**src/rtl/usb_line_state_decoder_if.sv**
```systemverilog
// Pad-side and link-side signals of the USB line state decoder.
// master: the pad/stimulus side driving D+/D-; slave: the decoder itself.
interface usb_line_state_decoder_if;
  logic       usb_dp;
  logic       usb_dn;
  logic [1:0] usb_line_state;
  logic       line_se0;
  logic       line_j;
  logic       line_k;
  logic       line_se1;
  logic       state_chg;
  logic       bus_reset;
  logic       bus_idle;

  modport master (
    output usb_dp, usb_dn,
    input  usb_line_state, line_se0, line_j, line_k, line_se1,
           state_chg, bus_reset, bus_idle
  );

  modport slave (
    input  usb_dp, usb_dn,
    output usb_line_state, line_se0, line_j, line_k, line_se1,
           state_chg, bus_reset, bus_idle
  );
endinterface

```
**src/rtl/usb_line_state_decoder.sv**
```systemverilog
// USB line state decoder: synchronises raw D+/D-, deglitches the pair,
// reports SE0/J/K/SE1 and flags long SE0 (bus reset) and long J (bus idle).
module usb_line_state_decoder #(
  parameter int SYNC_STAGES   = 2,
  parameter int FILTER_CYCLES = 2,
  parameter int RESET_CYCLES  = 120,
  parameter int IDLE_CYCLES   = 7
) (
  input  logic                         i_clk,
  input  logic                         i_rst_n,
  usb_line_state_decoder_if.slave      io_bus
);

  localparam int RUN_MAX = (RESET_CYCLES > IDLE_CYCLES) ? RESET_CYCLES : IDLE_CYCLES;
  localparam int RUN_W   = $clog2(RUN_MAX + 1);
  localparam int CNT_W   = $clog2(FILTER_CYCLES + 1);

  localparam logic [1:0] LS_SE0 = 2'b00;
  localparam logic [1:0] LS_J   = 2'b10;
  localparam logic [1:0] LS_K   = 2'b01;
  localparam logic [1:0] LS_SE1 = 2'b11;

  logic [SYNC_STAGES-1:0] r_dp_sync, r_dn_sync;
  logic [1:0]             r_prev;
  logic [CNT_W-1:0]       r_cnt;
  logic [1:0]             r_state;
  logic                   r_chg;
  logic [RUN_W-1:0]       r_run;
  logic                   r_bus_reset;
  logic                   r_bus_idle;

  logic [1:0]             w_pair;
  logic [CNT_W-1:0]       w_cnt_nxt;
  logic                   w_accept;
  logic [RUN_W-1:0]       w_run_nxt;

  assign w_pair = {r_dp_sync[SYNC_STAGES-1], r_dn_sync[SYNC_STAGES-1]};

  // Plain flop chain per pin; nothing may sit between stages.
  always_ff @(posedge i_clk) begin
    if (!i_rst_n) begin
      r_dp_sync <= '0;
      r_dn_sync <= '0;
    end else begin
      r_dp_sync <= {r_dp_sync[SYNC_STAGES-2:0], io_bus.usb_dp};
      r_dn_sync <= {r_dn_sync[SYNC_STAGES-2:0], io_bus.usb_dn};
    end
  end

  // Stability count of the synchronised pair and saturating run length.
  always_comb begin
    w_cnt_nxt = r_cnt;
    if (w_pair != r_prev)
      w_cnt_nxt = CNT_W'(1);
    else if (r_cnt < CNT_W'(FILTER_CYCLES))
      w_cnt_nxt = r_cnt + CNT_W'(1);
    w_accept = (w_cnt_nxt == CNT_W'(FILTER_CYCLES)) && (w_pair != r_state);
    w_run_nxt = r_run;
    if (r_run < RUN_W'(RUN_MAX))
      w_run_nxt = r_run + RUN_W'(1);
  end

  // Filtered state, change pulse, run length and long-state flags.
  always_ff @(posedge i_clk) begin
    if (!i_rst_n) begin
      r_prev      <= '0;
      r_cnt       <= '0;
      r_state     <= LS_SE0;
      r_chg       <= 1'b0;
      r_run       <= '0;
      r_bus_reset <= 1'b0;
      r_bus_idle  <= 1'b0;
    end else begin
      r_prev <= w_pair;
      r_cnt  <= w_cnt_nxt;
      r_chg  <= w_accept;
      if (w_accept) begin
        r_state     <= w_pair;
        r_run       <= '0;
        r_bus_reset <= 1'b0;
        r_bus_idle  <= 1'b0;
      end else begin
        r_run       <= w_run_nxt;
        r_bus_reset <= (r_state == LS_SE0) && (w_run_nxt >= RUN_W'(RESET_CYCLES));
        r_bus_idle  <= (r_state == LS_J)   && (w_run_nxt >= RUN_W'(IDLE_CYCLES));
      end
    end
  end

  assign io_bus.usb_line_state = r_state;
  assign io_bus.line_se0       = (r_state == LS_SE0);
  assign io_bus.line_j         = (r_state == LS_J);
  assign io_bus.line_k         = (r_state == LS_K);
  assign io_bus.line_se1       = (r_state == LS_SE1);
  assign io_bus.state_chg      = r_chg;
  assign io_bus.bus_reset      = r_bus_reset;
  assign io_bus.bus_idle       = r_bus_idle;

endmodule

```
**src/flat_wrapper.sv**
```systemverilog
// flat-port wrapper written by rule: the top's interface ports become plain ports
module usb_line_state_decoder_flat 
#(
  parameter int SYNC_STAGES   = 2,
  parameter int FILTER_CYCLES = 2,
  parameter int RESET_CYCLES  = 120,
  parameter int IDLE_CYCLES   = 7
)
  (i_clk, i_rst_n, io_bus_usb_dp, io_bus_usb_dn, io_bus_usb_line_state, io_bus_line_se0, io_bus_line_j, io_bus_line_k, io_bus_line_se1, io_bus_state_chg, io_bus_bus_reset, io_bus_bus_idle);
  usb_line_state_decoder_if io_bus_i ();
  input  logic i_clk;
  input  logic i_rst_n;
  input wire logic [$bits(io_bus_i.usb_dp)-1:0] io_bus_usb_dp;
  input wire logic [$bits(io_bus_i.usb_dn)-1:0] io_bus_usb_dn;
  output wire logic [$bits(io_bus_i.usb_line_state)-1:0] io_bus_usb_line_state;
  output wire logic [$bits(io_bus_i.line_se0)-1:0] io_bus_line_se0;
  output wire logic [$bits(io_bus_i.line_j)-1:0] io_bus_line_j;
  output wire logic [$bits(io_bus_i.line_k)-1:0] io_bus_line_k;
  output wire logic [$bits(io_bus_i.line_se1)-1:0] io_bus_line_se1;
  output wire logic [$bits(io_bus_i.state_chg)-1:0] io_bus_state_chg;
  output wire logic [$bits(io_bus_i.bus_reset)-1:0] io_bus_bus_reset;
  output wire logic [$bits(io_bus_i.bus_idle)-1:0] io_bus_bus_idle;
  assign io_bus_i.usb_dp = io_bus_usb_dp;
  assign io_bus_i.usb_dn = io_bus_usb_dn;
  assign io_bus_usb_line_state = io_bus_i.usb_line_state;
  assign io_bus_line_se0 = io_bus_i.line_se0;
  assign io_bus_line_j = io_bus_i.line_j;
  assign io_bus_line_k = io_bus_i.line_k;
  assign io_bus_line_se1 = io_bus_i.line_se1;
  assign io_bus_state_chg = io_bus_i.state_chg;
  assign io_bus_bus_reset = io_bus_i.bus_reset;
  assign io_bus_bus_idle = io_bus_i.bus_idle;
  usb_line_state_decoder #(.SYNC_STAGES(SYNC_STAGES), .FILTER_CYCLES(FILTER_CYCLES), .RESET_CYCLES(RESET_CYCLES), .IDLE_CYCLES(IDLE_CYCLES)) u_core (.i_clk(i_clk), .i_rst_n(i_rst_n), .io_bus(io_bus_i));
endmodule
```
**config.mk**
```make
export PLATFORM = sky130hd
export DESIGN_NAME = usb_line_state_decoder_flat
export DESIGN_NICKNAME = d
export VERILOG_FILES = /design/src/rtl/usb_line_state_decoder_if.sv /design/src/rtl/usb_line_state_decoder.sv /design/src/flat_wrapper.sv
export SDC_FILE = /design/constraint.sdc
export NUM_CORES = 1
export LEC_CHECK = 0
export ABC_CLOCK_PERIOD_IN_PS = 2940
export CAP_MARGIN = 5
export CORE_MARGIN = 2
export CORE_UTILIZATION = 40
export CTS_CLUSTER_SIZE = 16
export DETAILED_ROUTE_END_ITERATION = 16
export GPL_ROUTABILITY_DRIVEN = 0
export MAX_ROUTING_LAYER = met4
export SETUP_SLACK_MARGIN = 0.05
export SLEW_MARGIN = 10
export SYNTH_ARGS = -nofsm -noshare
export SYNTH_HDL_FRONTEND = slang
export SYNTH_SLANG_ARGS = --single-unit
```
**constraint.sdc**
```tcl
create_clock -name i_clk -period 2.94 [get_ports i_clk]
set_input_delay 0.588 -clock i_clk [delete_from_list [all_inputs] [get_ports i_clk]]
set_output_delay 0.588 -clock i_clk [all_outputs]
set_load 0.01 [all_outputs]
```
==> results of run 1 <==
## logic make-up after synthesis
family | count (synthesis) | synth area share [%]
buf+inv | 8 | 5.07
flops | 20 | 45.1
mux | 1 | 1.27
xor+xnor | 8 | 7.89
simple gates | 31 | 21.4
compound gates | 16 | 16.5
fa+ha+maj | 2 | 2.82
## per-layer routing
| metal | global-route usage, % | share of wire [%] |
|---|---|---|
| met1 | 14.0 | 49 |
| met2 | 20.6 | 43 |
| met4 | 5.41 | 1.3 |
| met5 | - | 0 |
| met3 | 5.26 | 6.6 |
## state kept, by name (all words and copies together) (netlist names)
| signal | count |
|---|---|
| u_core.io_bus.state_chg | 1 |
| u_core.r_dp_sync | 2 |
| u_core.io_bus.bus_idle | 1 |
| u_core.r_prev | 2 |
| u_core.r_run | 7 |
| u_core.io_bus.bus_reset | 1 |
| u_core.io_bus.usb_line_state | 2 |
| u_core.r_dn_sync | 2 |
| u_core.r_cnt | 2 |
## cell usage after synthesis, drive strengths merged
library cell	count	share of area (%)
nand2	5	2.1
nor2b	1	0.70
a2bb2o	2	3.4
a31oi	3	2.1
a21oi	3	1.7
a21o	1	0.85
and3	2	2.0
o21ai	2	1.5
nor2	7	3.0
inv	6	2.5
nand2b	1	0.70
a2111oi	3	5.1
a21boi	1	0.85
and4b	1	1.1
ha	2	2.8
nand4	1	1.4
nand3b	1	0.85
and2	7	5.2
xnor2	6	5.9
dfxtp	20	45
nand4b	1	0.99
buf	2	2.5
nor3	2	1.7
xor2	2	2.0
nand3	2	1.7
mux2	1	1.3
a31o	1	0.99
## layout make-up
cell class / instances / area, um2
Clock buffer: 3 / 22.5
Fill cell: 206 / 1100
Inverter: 6 / 22.5
Multi-Input combinational cell: 58 / 443
Sequential cell: 20 / 400
Tap cell: 28 / 35.0
Timing Repair Buffer: 12 / 120
## final timing paths
path / end / cells after the start / start / slack [ps]
worst max-delay path: io_bus_line_se0 / 4 / u_core.io_bus.usb_line_state[1] / 850
worst min-delay path: u_core.r_dn_sync[1] / 1 / u_core.r_dn_sync[0] / 450
worst max register to register: u_core.io_bus.bus_reset / 5 / u_core.r_run[0] / 1250
worst min register to register: u_core.r_dn_sync[1] / 1 / u_core.r_dn_sync[0] / 450
## power by group through the flow
stage | Sequential (mW) | Combinational, mW | Clock [mW]
6_report | 0.291 | 0.0515 | 0.119
5_1_grt | 0.293 | 0.0595 | 0.136
4_1_cts | 0.291 | 0.0517 | 0.128
3_5_place_dp | 0.298 | 0.0513 | 0
3_3_place_gp | 0.297 | 0.0519 | 0
2_1_floorplan | 0.296 | 0.0404 | 0
## worst max-delay path, stage by stage (launching register included)
cell,delay [ps]
dfxtp_1,350
inv_1,170
nand2_1,110
inv_1,60
clkdlybuf4s50_1,520
==> metrics.md, run 1 <==
| Metric | Value |
|---|---|
| Skew final | 3.71 ps |
| Clock Power Share | 25.8% |
| Grt ovf | 0 |
| Die width | 51.1 um |
| Fmax | 0.478 GHz |
| Total CTS buffers | 3 |
| DRT antenna net count | 0 |
| DRC Markers | 0 |
| Outcome | finished, final reports clean |
| Final setup viols | 0 |
| First-pass GRT wire length | 2420 um |
| Cell internal pwr | 0.355 mW |
| Initial Utilization | 41.4% |
| Worst-margin pin slew | 504 ps |
| Final min period | 2090 ps |
| Crit Path Class | register to primary output |
| Num rows | 17 |
| Routed wire length | 1380 um |
| Placed cell areas | 1020 um2 |
| Drt first pass iters | 4 |
| Vias | 635 |
| Syn Area/Cell | 10.3 um2 |
| Clk root buf | clkbuf_4 |
| Post-DR wirelength/cell | 10.9 um |
| CP arrival | 1510 ps |
| Final net count | 107 |
| WHS | 446 ps |
| CP Max Fanout | 5 |
| Quantity of gates resized following cts | 0 |
| Setup WS post-layout | 847 ps |
| Switch share | 23.1% |
| Final setup TNS | 0 ps |
| Peak VDD IR | 235 uV |
| Final Max Tran Viols | 0 |
| WP data required | 2350 ps |
| Die Y | 51.1 um |
| Overall power | 0.462 mW |
| Final Cell Area | 1040 um2 |
| Hold buffers post-CTS | 0 |
| I/O Buffers | 12 |
| Clock-pin slew on the worst setup and hold paths | 100 ps |
| DIE AREA | 2610 um2 |
| Placed cells | 124 |
| CTS tree | built |
| Vias in the first global route | 593 |
| Clock Latency Late Sink | 290 ps |
| Largest net degree at the start of global routing | 12 |
| Post-route insts no fill | 127 |
| Syn_nets | 92 |
| Post-Synthesis Cells | 86 |
| Initial DRC count | 16 |
| Unrepaired setup endpoints after global routing | false |
| Maximum buffer depth of the clock tree | 2 |
| Flop pwr share | 63.0% |
| Pwr per Cell Area | 443 nW/um2 |
| Area delta synth->final | 17.5% |
| Switching pwr | 0.107 mW |
| Via density | 5.00 |
| Fin. Hold Viols | 0 |
| Slew HR | 66.4% |
| Critical path endpoint category | primary output |
| Core area | 2150 um2 |
| Tcrit/Tclk final | 71.2% |
| Ant diodes | 0 |
| Clock Sinks | 20 |
| Sequential share of the synthesized area | 45.1% |
| Commonest non-fill, non-tap cell in the layout | dfxtp_1 |
| Ys Warns | 0 |
| H-Tree Depth | 1 |
| Yosys reg bits | 20 |
| GRT Resource Usage Total | 12.8% |
| Hold/Removal Path Class | register to register |
| Cell area after synthesis | 888 um2 |
| Worst slack at placement | 1100 ps |
| Max-cap violation count | 0 |
| Final core occ | 48.6% |
| Post-DP HPWL | 1030 um |
| Initial antenna violation count | 0 |
| Commonest non-fill, non-tap cells in the layout | 20 x dfxtp_1, 12 x clkdlybuf4s50_1, 7 x nor2_1 |
| Crit start category | register |
| Ports | 13 |
| Setup Fix Bufs, Post-CTS | 0 |
| Leakage | 0.403 nW |
| Layout cells sized above 1 | 14.1% |
| Netlist cell types | 33 |
| Comb power frac | 11.1% |
Note: power is estimated with default switching activity, not from simulation.
==> inputs of run 2 (changes only) <==
--- a/config.mk
+++ b/config.mk
@@ -5,7 +5,7 @@
 export SDC_FILE = /design/constraint.sdc
 export NUM_CORES = 1
 export LEC_CHECK = 0
-export ABC_CLOCK_PERIOD_IN_PS = 2940
+export ABC_CLOCK_PERIOD_IN_PS = 1870
 export CAP_MARGIN = 5
 export CORE_MARGIN = 2
 export CORE_UTILIZATION = 40
==> constraint.sdc (replaced) <==
create_clock -name i_clk -period 1.87 [get_ports i_clk]
set_input_delay 0.374 -clock i_clk [delete_from_list [all_inputs] [get_ports i_clk]]
set_output_delay 0.374 -clock i_clk [all_outputs]
set_load 0.01 [all_outputs]
==> metrics.md, run 2 (synthesized netlist as in run 1, its figures left out) <==
| Metric | Value |
|---|---|
| Outcome | finished, final reports clean |
| Hold/Removal Path Class | register to register |
| Worst slack at placement | 202 ps |
| Ant diodes | 0 |
| Final Max Tran Viols | 0 |
| Post-DP HPWL | 1130 um |
| Clock Sinks | 20 |
| Peak VDD IR | 529 uV |
| Max-cap violation count | 0 |
| Leakage | 0.462 nW |
| Crit start category | register |
| Worst-margin pin slew | 379 ps |
| Seq. cell area | 408 um2 |
| First-pass GRT wire length | 2530 um |
| Post-route insts no fill | 129 |
| Commonest non-fill, non-tap cell in the layout | dfxtp_1 |
| Ports | 13 |
| Crit Path Class | register to primary output |
| Commonest non-fill, non-tap cells in the layout | 18 x dfxtp_1, 9 x clkdlybuf4s50_1, 7 x nor2_1 |
| Die Y | 51.1 um |
| DRC Markers | 0 |
| Hold buffers post-CTS | 0 |
| Largest net degree at the start of global routing | 13 |
| Area of the multi-input gates | 457 um2 |
| Final setup viols | 0 |
| Initial antenna violation count | 0 |
| Num rows | 17 |
| Skew final | 3.47 ps |
| Initial DRC count | 12 |
| Final setup TNS | 0 ps |
| H-Tree Depth | 1 |
| Core area | 2150 um2 |
| Unrepaired setup endpoints after global routing | false |
| GRT Resource Usage Total | 13.7% |
| Vias | 623 |
| Critical path endpoint category | primary output |
| Setup WS post-layout | 123 ps |
| Crit path max-delay family | buffers and inverters |
| Drt first pass iters | 2 |
| Worst path bufs/invs | 2 |
| Final Cell Area | 1110 um2 |
| Placed cell areas | 1030 um2 |
| Post-DR wirelength/cell | 11.8 um |
| Biggest register | u_core.r_run |
| Placed cells | 125 |
| CP arrival | 1370 ps |
| Fmax | 0.572 GHz |
| DIE AREA | 2610 um2 |
| I/O Buffers | 12 |
| Total CTS buffers | 3 |
| Vias in the first global route | 587 |
| Cell Chain, Critical Path | inv_2 -> nor2_1 -> clkdlybuf4s50_1 |
| Largest register FFs | 7 |
| DRT antenna net count | 0 |
| Routed wire length | 1520 um |
| CP Max Fanout | 5 |
| Maximum buffer depth of the clock tree | 2 |
| Area delta synth->final | 24.9% |
| WP data required | 1500 ps |
| Setup Fix Bufs, Post-CTS | 0 |
| Clock-pin slew on the worst setup and hold paths | 110 ps |
| Slowest cell on crit path | clkdlybuf4s50_1 |
| Final min period | 1750 ps |
| Layout cells sized above 1 | 19.8% |
| Final core occ | 51.7% |
| Die width | 51.1 um |
| Clk root buf | clkbuf_4 |
| Pwr per Cell Area | 799 nW/um2 |
| Via density | 4.83 |
| WHS | 447 ps |
| CTS tree | built |
| Slew HR | 74.7% |
| Final net count | 108 |
| Clock Latency Late Sink | 290 ps |
| Critical Path Max Stage Delay | 540 ps |
| Fillcell total | 209 |
| Initial Utilization | 41.4% |
| Overall power | 0.887 mW |
| Fin. Hold Viols | 0 |
| Tcrit/Tclk final | 93.4% |
| Grt ovf | 0 |
-- run 2: report_power, final --
group	total, mW	switching, mW	internal [mW]
logic	0.0867	0.0462	0.0405
registers	0.455	0.0130	0.442
clock network	0.345	0.129	0.216
-- run 2: path summary, 6_finish.rpt --
path,startpoint,end,slack (ps),cells after the start
worst max register to register,u_core.r_run[0],u_core.io_bus.bus_idle,230,5
worst min-delay path,u_core.r_dp_sync[0],u_core.r_dp_sync[1],450,1
worst max-delay path,u_core.io_bus.usb_line_state[1],io_bus_line_j,120,3
worst min register to register,u_core.r_dp_sync[0],u_core.r_dp_sync[1],450,1
-- run 2: cell type report --
cell class	count	share of cell area, %
Tap cell	28	3.16
Clock buffer	3	2.03
Sequential cell	20	36.8
Multi-Input combinational cell	58	41.2
Timing Repair Buffer	13	12.2
Inverter	6	2.03
Clock inverter	1	2.71
-- run 2: per-layer routing --
metal / GRT usage (%) / share of wire, % / vias to the layer above / wire length (um)
met1: 14.9 / 48 / 278 / 732
li1: - / - / 331 / -
met4: 8.11 / 1.2 / 0 / 18
met5: - / 0 / - / 0
met3: 2.63 / 4.4 / 2 / 67
met2: 23.2 / 46 / 12 / 701
-- run 2: what timing repair did --
action	in CTS	in global routing
endpoints found under the setup margin	4	6
endpoints found under the hold margin	0	0
resized for setup	3	7
